===== config.mk =====
export PLATFORM = sky130hd
export DESIGN_NAME = prim_onehot_check_mc
export DESIGN_NICKNAME = d
export VERILOG_FILES = /design/src/rtl/prim_onehot_check_mc.sv
export SDC_FILE = /design/constraint.sdc
export NUM_CORES = 1
export LEC_CHECK = 0
export CORE_MARGIN = 2
export CORE_UTILIZATION = 46
export CTS_CLUSTER_DIAMETER = 50
export DETAILED_ROUTE_END_ITERATION = 8
export PLACE_DENSITY_LB_ADDON = 0.12
export SYNTH_ARGS = -nofsm -noshare
export SYNTH_HDL_FRONTEND = slang
export SYNTH_SLANG_ARGS = --single-unit

===== constraint.sdc =====
create_clock -name clk_i -period 5.3 [get_ports clk_i]
set_clock_uncertainty 0.2 [all_clocks]
set_input_delay 1.06 -clock clk_i [delete_from_list [all_inputs] [get_ports clk_i]]
set_output_delay 1.06 -clock clk_i [all_outputs]
set_load 0.005 [all_outputs]

===== src/rtl/prim_onehot_check_mc.sv =====
// Multi-channel onehot checker: per-channel onehot/enable/address checks with
// registered error pulses, sticky flags, saturating error counter, first-error capture and fatal escalation.
module prim_onehot_check_mc #(
  parameter int AddrWidth    = 5,
  parameter int OneHotWidth  = 2**AddrWidth,
  parameter int NumChan      = 4,
  parameter bit AddrCheck    = 1'b1,
  parameter bit EnableCheck  = 1'b1,
  parameter bit StrictCheck  = 1'b1,
  parameter int CntWidth     = 8,
  parameter int ErrThreshold = 4
) (
  input  logic                                         clk_i,
  input  logic                                         rst_i,
  input  logic [NumChan-1:0]                           valid_i,
  input  logic [NumChan*OneHotWidth-1:0]               oh_i,
  input  logic [NumChan*AddrWidth-1:0]                 addr_i,
  input  logic [NumChan-1:0]                           en_i,
  input  logic                                         clr_i,
  output logic [NumChan-1:0]                           err_o,
  output logic [NumChan-1:0]                           err_sticky_o,
  output logic [CntWidth-1:0]                          err_cnt_o,
  output logic [((NumChan > 1) ? $clog2(NumChan) : 1)-1:0] first_chan_o,
  output logic [2:0]                                   first_type_o,
  output logic                                         fatal_o
);

  localparam int ChanW = (NumChan > 1) ? $clog2(NumChan) : 1;
  localparam int Lvls  = $clog2(OneHotWidth);
  localparam int PadW  = 1 << Lvls;
  localparam logic [CntWidth-1:0] CntMax = {CntWidth{1'b1}};

  typedef enum logic [1:0] {
    ST_OK    = 2'd0,
    ST_ERR   = 2'd1,
    ST_FATAL = 2'd2
  } state_t;

  logic [NumChan-1:0][2:0] chan_flags;
  logic [NumChan-1:0]      chan_err;
  logic                    any_err;

  genvar gc, gl, gi;
  generate
    for (gc = 0; gc < NumChan; gc++) begin : g_chan
      logic [OneHotWidth-1:0] oh;
      logic [AddrWidth-1:0]   addr;
      logic                   en;
      logic                   oh_any, oh_multi, oh_sel;
      logic                   oh0_err, en_err, addr_err;

      assign oh   = oh_i[gc*OneHotWidth +: OneHotWidth];
      assign addr = addr_i[gc*AddrWidth +: AddrWidth];
      assign en   = en_i[gc];

      // Each tree node carries: any bit set, more than one bit set, addressed bit set.
      for (gl = 0; gl <= Lvls; gl++) begin : g_lvl
        localparam int N = PadW >> gl;
        logic [N-1:0] any_v, multi_v, sel_v;
        if (gl == 0) begin : g_leaf
          for (gi = 0; gi < PadW; gi++) begin : g_bit
            if (gi < OneHotWidth) begin : g_real
              assign any_v[gi]   = oh[gi];
              assign multi_v[gi] = 1'b0;
              assign sel_v[gi]   = oh[gi] & (addr == AddrWidth'(gi));
            end else begin : g_pad
              assign any_v[gi]   = 1'b0;
              assign multi_v[gi] = 1'b0;
              assign sel_v[gi]   = 1'b0;
            end
          end
        end else begin : g_node
          for (gi = 0; gi < N; gi++) begin : g_bit
            assign any_v[gi]   = g_lvl[gl-1].any_v[2*gi] | g_lvl[gl-1].any_v[2*gi+1];
            assign multi_v[gi] = g_lvl[gl-1].multi_v[2*gi] | g_lvl[gl-1].multi_v[2*gi+1] |
                                 (g_lvl[gl-1].any_v[2*gi] & g_lvl[gl-1].any_v[2*gi+1]);
            assign sel_v[gi]   = g_lvl[gl-1].sel_v[2*gi] | g_lvl[gl-1].sel_v[2*gi+1];
          end
        end
      end

      assign oh_any   = g_lvl[Lvls].any_v[0];
      assign oh_multi = g_lvl[Lvls].multi_v[0];
      assign oh_sel   = g_lvl[Lvls].sel_v[0];

      assign oh0_err  = oh_multi;
      assign en_err   = EnableCheck ? (StrictCheck ? (oh_any != en) : (!en && oh_any)) : 1'b0;
      assign addr_err = AddrCheck ? (oh_sel != oh_any) : 1'b0;

      assign chan_flags[gc] = valid_i[gc] ? {addr_err, en_err, oh0_err} : 3'b000;
      assign chan_err[gc]   = |chan_flags[gc];
    end
  endgenerate

  assign any_err = |chan_err;

  logic [NumChan-1:0]  err_reg, sticky_reg, sticky_next;
  logic [CntWidth-1:0] cnt_reg, cnt_base, cnt_next;
  logic [ChanW-1:0]    first_chan_reg, first_chan_next, first_idx;
  logic [2:0]          first_type_reg, first_type_next;
  logic                cap_valid_reg, cap_valid_next;
  state_t              state_reg, state_next;

  // Clear is applied before the current cycle's errors are folded in.
  always_comb begin
    first_idx = '0;
    for (int c = NumChan - 1; c >= 0; c--) begin
      if (chan_err[c]) first_idx = ChanW'(c);
    end

    cnt_base = clr_i ? '0 : cnt_reg;
    cnt_next = cnt_base;
    if (any_err && (cnt_base != CntMax)) cnt_next = cnt_base + CntWidth'(1);

    sticky_next = (clr_i ? '0 : sticky_reg) | chan_err;

    first_chan_next = first_chan_reg;
    first_type_next = first_type_reg;
    cap_valid_next  = cap_valid_reg;
    if (clr_i) begin
      first_chan_next = '0;
      first_type_next = '0;
      cap_valid_next  = 1'b0;
    end
    if (any_err && (!cap_valid_reg || clr_i)) begin
      first_chan_next = first_idx;
      first_type_next = chan_flags[first_idx];
      cap_valid_next  = 1'b1;
    end
  end

  always_comb begin
    state_next = state_reg;
    case (state_reg)
      ST_OK, ST_ERR: begin
        if (cnt_next >= CntWidth'(ErrThreshold)) state_next = ST_FATAL;
        else if (any_err)                         state_next = ST_ERR;
        else if (clr_i)                           state_next = ST_OK;
      end
      ST_FATAL: state_next = ST_FATAL;
      default:  state_next = ST_OK;
    endcase
  end

  always_ff @(posedge clk_i) begin
    if (rst_i) begin
      state_reg <= ST_OK;
    end else begin
      state_reg <= state_next;
    end
  end

  always_ff @(posedge clk_i) begin
    if (rst_i) begin
      err_reg        <= '0;
      sticky_reg     <= '0;
      cnt_reg        <= '0;
      first_chan_reg <= '0;
      first_type_reg <= '0;
      cap_valid_reg  <= 1'b0;
    end else begin
      err_reg        <= chan_err;
      sticky_reg     <= sticky_next;
      cnt_reg        <= cnt_next;
      first_chan_reg <= first_chan_next;
      first_type_reg <= first_type_next;
      cap_valid_reg  <= cap_valid_next;
    end
  end

  assign err_o        = err_reg;
  assign err_sticky_o = sticky_reg;
  assign err_cnt_o    = cnt_reg;
  assign first_chan_o = first_chan_reg;
  assign first_type_o = first_type_reg;
  assign fatal_o      = (state_reg == ST_FATAL);

endmodule


# Yosys cells after proc, flatten, opt, wreduce, memory -nomap -nowiden
# Index checks and enable logic that the tools add are counted.
[totals]
register_bits = 24
in_bits = 159
elab_cells = 805
[op_classes]
addsub = 1
order_cmp = 2
eq_ne = 136
n_mux = 22
bitwise_logic = 621
n_reduce_logical = 16
[ops]
columns = ["op", "n"]
rows = [
  ["1-bit OR", 368],
  ["5-bit == test (second input constant)", 64],
  ["1-bit AND", 252],
  ["5-bit by 4-bit == test with 1-bit output (second input constant)", 32],
  ["5-bit by 3-bit == test with 1-bit output (second input constant)", 16],
  ["5-bit by 2-bit == test with 1-bit output (second input constant)", 8],
  ["3-bit two-way mux", 7],
  ["5-bit by 1-bit == test with 1-bit output (second input constant)", 4],
  ["5-bit zero test", 4],
  ["2-bit two-way mux", 8],
  ["8-bit two-way mux", 2],
  ["12-bit OR reduction", 1],
  ["3-bit OR reduction", 4],
  ["8-bit by 1-bit adder with 8-bit output (second input constant)", 1],
  ["8-bit by 3-bit >= comparator with 1-bit output (second input constant)", 1],
  ["1-bit != test", 8],
  ["8-bit != test (second input constant)", 1],
  ["3-bit binary-select mux with 2-bit select", 1],
  ["4-bit two-way mux", 1],
  ["4-bit != test (second input constant)", 1],
  ["4-bit OR", 1],
  ["2-bit one-hot mux with 2 select lines", 1],
  ["2-bit by 3-bit less-than comparator with 1-bit output (second input constant)", 1],
  ["2-bit by 1-bit == test with 1-bit output (second input constant)", 1],
  ["other kinds (8)", 10],
]

# Logic depth before layout (Yosys ltp)
[logic_depth]
word_depth = 18
ltp_mapped = 12
ltp_nobuf = 10

# Worst setup path before layout
# No wires, ideal clock.
[synth_timing]
path_kind = "in2reg"
startpoint = "in addr_i[10]"
endpoint = "reg state_reg[1]"
setup_ns = 0.086
t_arrival_ns = 3.468
required_time_ns = 5.014
path_slack_ns = 1.546
path_stages = 11
cell_sequence = "clkbuf_1 -> clkbuf_1 -> mux4_2 -> a31oi_1 -> nand4_1 -> a31oi_1 -> o21bai_4 -> o21ai_0 -> a22o_1 -> a31o_1 -> a221oi_2"
[synth_between]
elab_chain_len = 15
elab_cells_between_ends = 105
[synth_lines]
columns = ["element", "line", "rtl"]
rows = [
  ["from (decl)", "17", "input logic [NumChan*AddrWidth-1:0] addr_i,"],
  ["5-bit by 1-bit == test with 1-bit output (tied with other cells)", "65", "assign sel_v[gi] = oh[gi] & (addr == AddrWidth'(gi));"],
  ["1-bit AND", "65", ""],
  ["1-bit OR (4 in a row)", "77", "assign sel_v[gi] = g_lvl[gl-1].sel_v[2*gi] | g_lvl[gl-1].sel_v[2*gi+1];"],
  ["1-bit OR *", "77", ""],
  ["1-bit != test *", "88", "assign addr_err = AddrCheck ? (oh_sel != oh_any) : 1'b0;"],
  ["3-bit two-way mux *", "90", "assign chan_flags[gc] = valid_i[gc] ? {addr_err, en_err, oh0_err} : 3'b000;"],
  ["12-bit OR reduction *", "95", "assign any_err = |chan_err;"],
  ["1-bit logical AND", "113", "if (any_err && (cnt_base != CntMax)) cnt_next = cnt_base + CntWidth'(1);"],
  ["8-bit two-way mux", "113", ""],
  ["8-bit by 3-bit >= comparator with 1-bit output", "136", "if (cnt_next >= CntWidth'(ErrThreshold)) state_next = ST_FATAL;"],
  ["2-bit two-way mux", "136", ""],
  ["2-bit one-hot mux with 2 select lines", "134", "case (state_reg)"],
  ["to (signal assigned)", "149", "state_reg <= state_next;"],
  ["to (decl)", "102", "state_t state_reg, state_next;"],
]
# Every way passes the cells marked *; elsewhere a longest branch is shown, timed or not.
# A chain may end at the register's enable or synchronous reset.

# Worst setup path after layout
[layout_timing]
startpoint = "in oh_i[57]"
endpoint = "reg state_reg[0]"
[layout_between]
elab_chain_len = 16
elab_cells_between_ends = 35
[layout_lines]
columns = ["element", "line", "rtl"]
rows = [
  ["from (decl)", "16", "input logic [NumChan*OneHotWidth-1:0] oh_i,"],
  ["1-bit AND / 1-bit OR (equally long branches)", "76, 74", ""],
  ["1-bit OR / 1-bit AND (equally long branches)", "75, 76", ""],
  ["1-bit OR (7 in a row)", "75", "assign multi_v[gi] = g_lvl[gl-1].multi_v[2*gi] | g_lvl[gl-1].multi_v[2*gi+1] |"],
  ["3-bit two-way mux *", "90", ""],
  ["12-bit OR reduction *", "95", ""],
  ["1-bit logical AND", "113", ""],
  ["8-bit two-way mux", "113", ""],
  ["8-bit by 3-bit >= comparator with 1-bit output", "136", ""],
  ["2-bit two-way mux", "136", ""],
  ["2-bit one-hot mux with 2 select lines", "134", ""],
]
# Marks and branches as above.

==> flow_metrics.py <==
metrics = {
    "critical_path": {
        "start_kind": "input pin",
        "crit_arrival_ps": 4660,
        "critical_path_peak_fanout": 5,
        "required_ps": 5310,
        "crit_type": "in -> reg",
        "crit_path_end_kind": "flip-flop",
    },
    "clocking": {
        "clockBufferDepth": 2,
        "clockRootBuffer": "clkbuf_8",
        "clk_pin_slew_ps": 80,
        "ctsHoldBuffers": 0,
        "post_cts_resized": 0,
        "clock_sinks": 24,
        "cts_setup_buffers": 0,
        "cts_tree": "yes",
        "htree_levels": 1,
        "clock_latency_ps": 260,
        "cts_buffers": 3,
    },
    "grt": {
        "grt_pass1_wl_mm": 23.6,
        "grt_usage": 0.312,
        "grt_overflow": 0,
        "grt_pass1_vias": 5040,
        "antenna_found_initial": 0,
        "grt_start_max_net_pins": 24,
    },
    "power_and_ir_drop": {
        "power.density_nw_per_um2": 120,
        "total_leakage_power_nw": 1.89,
        "irDropWorstVdd_mv": 0.0717,
    },
    "sta": {
        "setup_viol": 0,
        "fin_tns_setup_ps": 0,
        "fmax_ghz": 0.215,
        "period_share": 0.878,
        "worst_hold_slack_ps": 278,
        "relSlewSlack": 0.409,
        "rsz0062_at_grt": "no",
        "worstMarginPinSlew_ps": 884,
        "final_max_slew_viol_count": 0,
        "period_needed_ps": 4650,
        "hold_viol_final": 0,
    },
    "die": {
        "die_h_um": 95.8,
        "top_level_ports": 181,
        "die_area_um2": 9180,
        "rows": 33,
        "coreArea_um2": 8180,
        "start_util": 0.474,
        "die_w_um": 95.8,
    },
    "detailed_routing": {
        "avgRoutedWirePerCell_um": 18.9,
        "vias_per_cell": 6.82,
        "antenna_left": 0,
        "first_pass_iters": 7,
        "drc": 0,
        "drt-total-wl_mm": 15.0,
        "drt-initial-drc-count": 375,
        "num_vias": 5392,
    },
    "layout": {
        "final_cell_mix": "clkdlybuf4s50_1 (180), a22oi_1 (43), o22ai_1 (40), nand4_1 (34), nor4_1 (31)",
        "nNetsFinal": 847,
        "final_layout_size_suffix_gt1_frac": 0.0671,
        "diodes": 0,
        "layout_commonest_cell": "clkdlybuf4s50_1",
        "area_delta_synth_final_pct": 48.9,
        "final_area_um2": 5770,
        "largest_reg_flops": 8,
    },
    "synth": {
        "avgSynthCellArea_um2": 7.36,
        "synth_area_um2": 3880,
        "ys_warn_count": 0,
        "synth-seq-cells": 24,
        "synthFlopType": "dfxtp_1",
        "syn-instance-count": 527,
        "synth_nets": 687,
        "synth_edf_count": 0,
        "async_flop_share": 0,
        "yosysUniqueCellTypes": 75,
        "synth-seq-area-share": 0.124,
    },
    "place": {
        "routabilityCongestion": 0.960,
        "dpl.hpwl_mm": 12.1,
        "place_area_um2": 5720,
        "portBuffers": 180,
    },
    "run_status": {
        "status": "complete, no violations",
    },
    "min_path": {
        "hp-class": "reg -> reg",
    },
    "job": {
        "max_cap_violations": 0,
    },
}
synthesized netlist by cell type, types with 5 or more instances:
cell type | number | area [µm²]
nor3b_1 | 6 | 45.0
nand3b_1 | 9 | 67.6
nor2b_1 | 12 | 75.1
xor2_1 | 6 | 52.6
mux2i_1 | 16 | 160
mux2_2 | 12 | 135
a21oi_1 | 21 | 105
a22oi_1 | 43 | 323
nand3_1 | 22 | 110
nand2_1 | 30 | 113
o22ai_1 | 40 | 250
nor3_1 | 12 | 60.1
buf_2 | 6 | 30.0
dfxtp_1 | 24 | 480
a221oi_1 | 5 | 43.8
o21a_1 | 7 | 52.6
a22o_1 | 5 | 43.8
nand2b_1 | 6 | 37.5
nand4_1 | 34 | 213
and3_1 | 6 | 37.5
nor4_2 | 8 | 100
inv_1 | 9 | 33.8
nor4_1 | 31 | 194
a31oi_1 | 10 | 62.6
nor2_1 | 28 | 105
clkbuf_1 | 21 | 78.8
o211ai_1 | 6 | 45.0
o21ai_0 | 13 | 65.1
metal layers:
| layer | vias up | wire, µm | share of wire | GRT usage |
|---|---|---|---|---|
| li1 | 2528 | - | - | - |
| met1 | 2480 | 5960 | 0.40 | 0.391 |
| met2 | 360 | 7410 | 0.50 | 0.569 |
| met3 | 24 | 1330 | 0.089 | 0.0352 |
| met4 | 0 | 249 | 0.017 | 0.0750 |
| met5 | - | 0 | 0 | 0 |
through the flow:
step | setup slack, ps | cells | util | power (W)
5_1_grt | 401 | 791 | 0.706 | 0.000728
4_1_cts | 767 | 791 | 0.706 | 0.000686
3_5_place_dp | 505 | 787 | 0.699 | 0.000565
3_3_place_gp | 628 | 787 | 0.699 | 0.000561
6_report | 648 | 791 | 0.706 | 0.000694
2_1_floorplan | 1550 | 527 | - | 0.000352
cell type report:
cell class	instances	area, µm²
repair buffers	182	1820
well taps	105	131
inverters	9	33.8
flip-flops and latches	24	480
multi-input cells	467	3250
clock buffers	4	55.1
fillers	635	2400
final timing paths:
path | startpoint | end | slack [ps] | depth (start not counted)
min reg2reg | first_chan_o[1] | first_chan_o[1] | 280 | 2
max reg2reg | err_cnt_o[0] | state_reg[0] | 2420 | 9
max | oh_i[57] | state_reg[0] | 650 | 11
min | first_chan_o[1] | first_chan_o[1] | 280 | 2
logic make-up after synthesis:
| family | share of synthesized area |
|---|---|
| flops | 0.124 |
| fa+ha+maj | 0.00323 |
| mux | 0.0878 |
| buf+inv | 0.0368 |
| simple gates | 0.385 |
| compound gates | 0.343 |
| xor+xnor | 0.0203 |
worst max-delay path, cell delays in order:
cell,delay [ps]
clkdlybuf4s50_1,470
nor4_1,680
a22oi_1,190
nor4_1,460
nand4_1,180
o211ai_1,420
nand2_1,220
o21ai_0,370
a22o_1,230
a31o_1,190
and4_1,200
power breakdown:
group          switching, W  total [W]  internal [W]
clock network     0.0000582   0.000124     0.0000663
logic              0.000176   0.000376      0.000199
registers        0.00000523   0.000194      0.000189
total              0.000240   0.000694      0.000455
Power figures use the tool's default switching activity.
==> edit 1 (config.mk and constraints unchanged) <==
Encoding of `state_t`: now one-hot (3 bits for 3 states).
--- a/src/rtl/prim_onehot_check_mc.sv
+++ b/src/rtl/prim_onehot_check_mc.sv
@@ -31,8 +31,8 @@
   localparam logic [CntWidth-1:0] CntMax = {CntWidth{1'b1}};
 
-  typedef enum logic [1:0] {
-    ST_OK    = 2'd0,
-    ST_ERR   = 2'd1,
-    ST_FATAL = 2'd2
+  typedef enum logic [2:0] {
+    ST_OK    = 3'b001,
+    ST_ERR   = 3'b010,
+    ST_FATAL = 3'b100
   } state_t;
 
Formal check against the unedited RTL: no difference found for any inputs over 10 cycles, from zero or initial values and one cycle with rst_i high; not proved beyond that.
==> edit 1 against the original RTL <==
- total power is 4.5% higher
- largest power group unchanged
- final area rose by 4.8%
- sequential share of layout area is 0.051 points lower
- wire length rose by 4.8%
- critical path depth is 1 higher
- count of clock-buffer cells in the layout down 1
- area after synthesis rose by 8.6%
- sequential cell count is 1 higher
- combinational power rose by 6.6%
- setup slack improved by 200 ps
==> edit 1: results <==
[run_status]
status = "complete, no violations"

[synth]
ys_async_sr_fraction = 0
ys_warn_count = 0
muxShareOfSynthArea = 0.0752
ys_seq_area_frac = 0.119
ys.flop_type = "dfxtp_1"
synth_cell_types = 81
synthCells = 552
synth_common_cells = "43 x o22ai_1, 42 x nand2_1, 41 x a22oi_1"
synth_compound_area_frac = 0.340
synthAdderAreaFrac = 0.00297
synthXorXnorAreaFrac = 0.0167
ys_top_cells_by_area = "dfxtp_1 12%, nor4_2 8.0%, a22oi_1 7.3%"
syn_nets = 712

[global_routing]
grt_antenna_before_repair = 0
grt_pass1_wl_mm = 25.6
grt_max_degree = 26
grt_usage = 0.306
first_global_vias = 5309

[clocking]
worstSkewPairLatency_ps = 270
clk_path_buf_depth = 2
clkTransAtPathRegs_ps = 90
htreeDepth = 1
cts_resized = 0
post_cts_buffers = 0

[power_and_ir_drop]
ir_worst_vdd_mv = 0.0805
p_leak_uw = 0.00198

[cells_and_area]
fill_cells = 758
instances_no_fill = 817
largest_reg_flops = 8
n_antenna_cell = 0
drive_gt1_frac = 0.0874
final_nets = 870

[placed_design]
dp.cells = 813
routabilityCongestion = 0.973
hpwl_mm = 12.7

[route]
dr.pass1.iters = 5
routed_wl_mm = 15.7
drtIter0Drc = 453
vias = 5552

[critical_path]
arrival_ps = 4440
critPathMaxFanout = 18

[timing]
tightest_slew_ps = 963
==> edit 1: cell families (layout without fill, tap and decap cells) <==
kind of cell / count (synthesis) / in the layout
adder cells (fa/ha/maj): 1 / 1
XOR/XNOR: 8 / 8
AND/OR/NAND/NOR: 257 / 257
flip-flops: 25 / 25
buffers and inverters: 41 / 198
multiplexers: 28 / 28
AO/OA/AOI/OAI: 192 / 192
==> edit 1: metrics by stage <==
step,utilization,worst slack (ps),area (um2)
final,0.687,848,6050
after global routing,0.687,640,6050
after CTS,0.687,920,6050
after detailed placement,0.681,645,6000
after global placement,0.681,744,6000
after floorplan,-,1520,4210
==> edit 1: final timing paths <==
path	to	slack, ps	start	depth (start not counted)
setup / recovery	first_type_o[0]$_SDFFE_PP0P_	850	addr_i[12]	12
hold reg to reg	first_type_o[1]$_SDFFE_PP0P_	270	first_type_o[1]$_SDFFE_PP0P_	2
hold / removal	first_type_o[1]$_SDFFE_PP0P_	270	first_type_o[1]$_SDFFE_PP0P_	2
setup reg to reg	state_reg[0]$_SDFFE_PP1P_	2600	err_cnt_o[0]$_SDFF_PP0_	11
==> edit 1: layout make-up <==
| cell class | count | share of cell area |
|---|---|---|
| clock inverters | 1 | 0.00124 |
| well taps | 108 | 0.0223 |
| flip-flops and latches | 25 | 0.0827 |
| repair buffers | 182 | 0.300 |
| multi-input cells | 486 | 0.579 |
| clock buffers | 3 | 0.00683 |
| inverters | 12 | 0.00745 |
==> edit 1: power by group <==
part	switching [uW]	total (uW)	internal, uW	leakage (uW)
Combinational	194	401	207	0.00175
Clock	64.5	118	53.4	0.0000217
Sequential	8.70	207	198	0.000206
Total	267	725	458	0.00198
==> edit 1: critical path, stage by stage <==
cell and delay, ps:
clkdlybuf4s50_1 880, nor3b_1 120, a31oi_1 170, o32ai_1 100, nor4_1 650, o311ai_4 220, nor2b_1 180, o22ai_1 280
mux2_2 380, o221ai_1 180, nand3_1 100, a21oi_1 110
==> edit 1: routing by layer <==
metal / global-route usage / routed length (um) / vias to the layer above
met5: 0 / 0 / -
met4: 0.0748 / 330 / 0
li1: - / - / 2607
met1: 0.417 / 6550 / 2562
met3: 0.0471 / 1410 / 40
met2: 0.507 / 7390 / 343
==> edit 2 (same flow settings) <==
Made on the original files. Set the parameter `CntWidth` to 10 (it was 8).
--- a/src/rtl/prim_onehot_check_mc.sv
+++ b/src/rtl/prim_onehot_check_mc.sv
@@ -8,5 +8,5 @@
   parameter bit EnableCheck  = 1'b1,
   parameter bit StrictCheck  = 1'b1,
-  parameter int CntWidth     = 8,
+  parameter int CntWidth     = 10,
   parameter int ErrThreshold = 4
 ) (
Ports: changed (resized err_cnt_o); port bits go from 181 to 183. The function was not compared with the original's and may differ.
==> edit 2 against the original RTL <==
- synthesized cell count is 2.8% higher
- wire length is 4.9% higher
- critical endpoint is now state_reg[1]$_SDFFE_PP0P_
- total power is 7.6% higher
- global-route usage hardly changed
- core utilization is 0.44 points higher
- clock power is 31% higher
- area after synthesis is 2.7% higher
- cell count is 1.8% higher
- sequential cell count is 2 higher
- largest power group unchanged
- final area is 2.1% higher
- setup slack worse by 13 ps
==> edit 2: results <==
[run_status]
status = "complete, no violations"

[cells_and_area]
register_area_um2 = 520
multi_input_area_share = 0.556
largest_reg_flops = 10
fill_cells = 645
nonClkBufAreaFrac = 0.314
final_nets = 861
multi_input_cells = 472
signal_buffers = 186
drive_gt1_frac = 0.0557
instances_no_fill = 805
inverters = 12
seq_cells = 26
clock_area_frac = 0.0121

[power_and_ir_drop]
p_leak_uw = 0.00203
combinationalPowerShare = 0.503
p_sw_uw = 243
ir_worst_vdd_mv = 0.163

[critical_path]
critPathMaxStageDelay_ps = 780
critPathMaxFanout = 13
cp_top_family = "compound AO/OA/AOI/OAI gates"
cp-startpoint = "addr_i[17]"
slowest_stage = "clkdlybuf4s50_1"
worstReg2RegStart = "err_cnt_o[1]$_SDFF_PP0_"
r2r_cells = 11
rrSetupSlack_ps = 2470
crit_path_end = "state_reg[1]$_SDFFE_PP0P_"
arrival_ps = 4600

[placed_design]
routabilityCongestion = 1.04
io_buffers = 182
hpwl_mm = 12.5

[global_routing]
grt_usage = 0.313
grt_pass1_wl_mm = 25.4
first_global_vias = 5258
grt_max_degree = 26

[synth]
muxShareOfSynthArea = 0.107
synth_common_cells = "40 x o22ai_1, 38 x nor4_1, 37 x nand2_1"
syn_nets = 702
syn_area_per_cell_um2 = 7.34
synthXorXnorAreaFrac = 0.0242
ys_seq_area_frac = 0.131
ys_top_cells_by_area = "dfxtp_1 13%, mux2i_1 7.0%, o22ai_1 6.3%"
synth_compound_area_frac = 0.328
synth_cell_types = 78
synthAdderAreaFrac = 0.00314

[hold_path]
holdPathEnd = "err_sticky_o[1]$_SDFF_PP0_"

[route]
vias = 5564
drtIter0Drc = 469
dr.pass1.iters = 5

[timing]
tightest_slew_ps = 872
whs_ps = 277

[clocking]
post_cts_buffers = 0
edit 2: changes by cell type in the layout (fill, tap and decap cells not counted), sizes merged, moves of 5 or more:
cell and change:
a22oi -17, nor3 -6, mux2i +12, and3 +8
nand2 +7, nand3 -5
edit 2: cell families after synthesis:
group                    after synthesis
AO/OA/AOI/OAI                        180
XOR/XNOR                              11
adder cells (fa/ha/maj)                1
buffers and inverters                 44
flip-flops                            26
multiplexers                          40
AND/OR/NAND/NOR                      240
edit 2: stage by stage:
stage / setup WS (ps) / cell area [um2]
floorplan: 1470 / 3980
global placement: 538 / 5820
detailed placement: 487 / 5820
CTS: 736 / 5890
global route: 366 / 5890
finish: 635 / 5890
edit 2: layer usage:
layer  GRT usage  share of wire  up-vias
li1            -              -     2553
met1       0.384           0.39     2574
met2       0.539           0.47      380
met3      0.0607           0.10       57
met4       0.117          0.034        0
met5           0              0        -
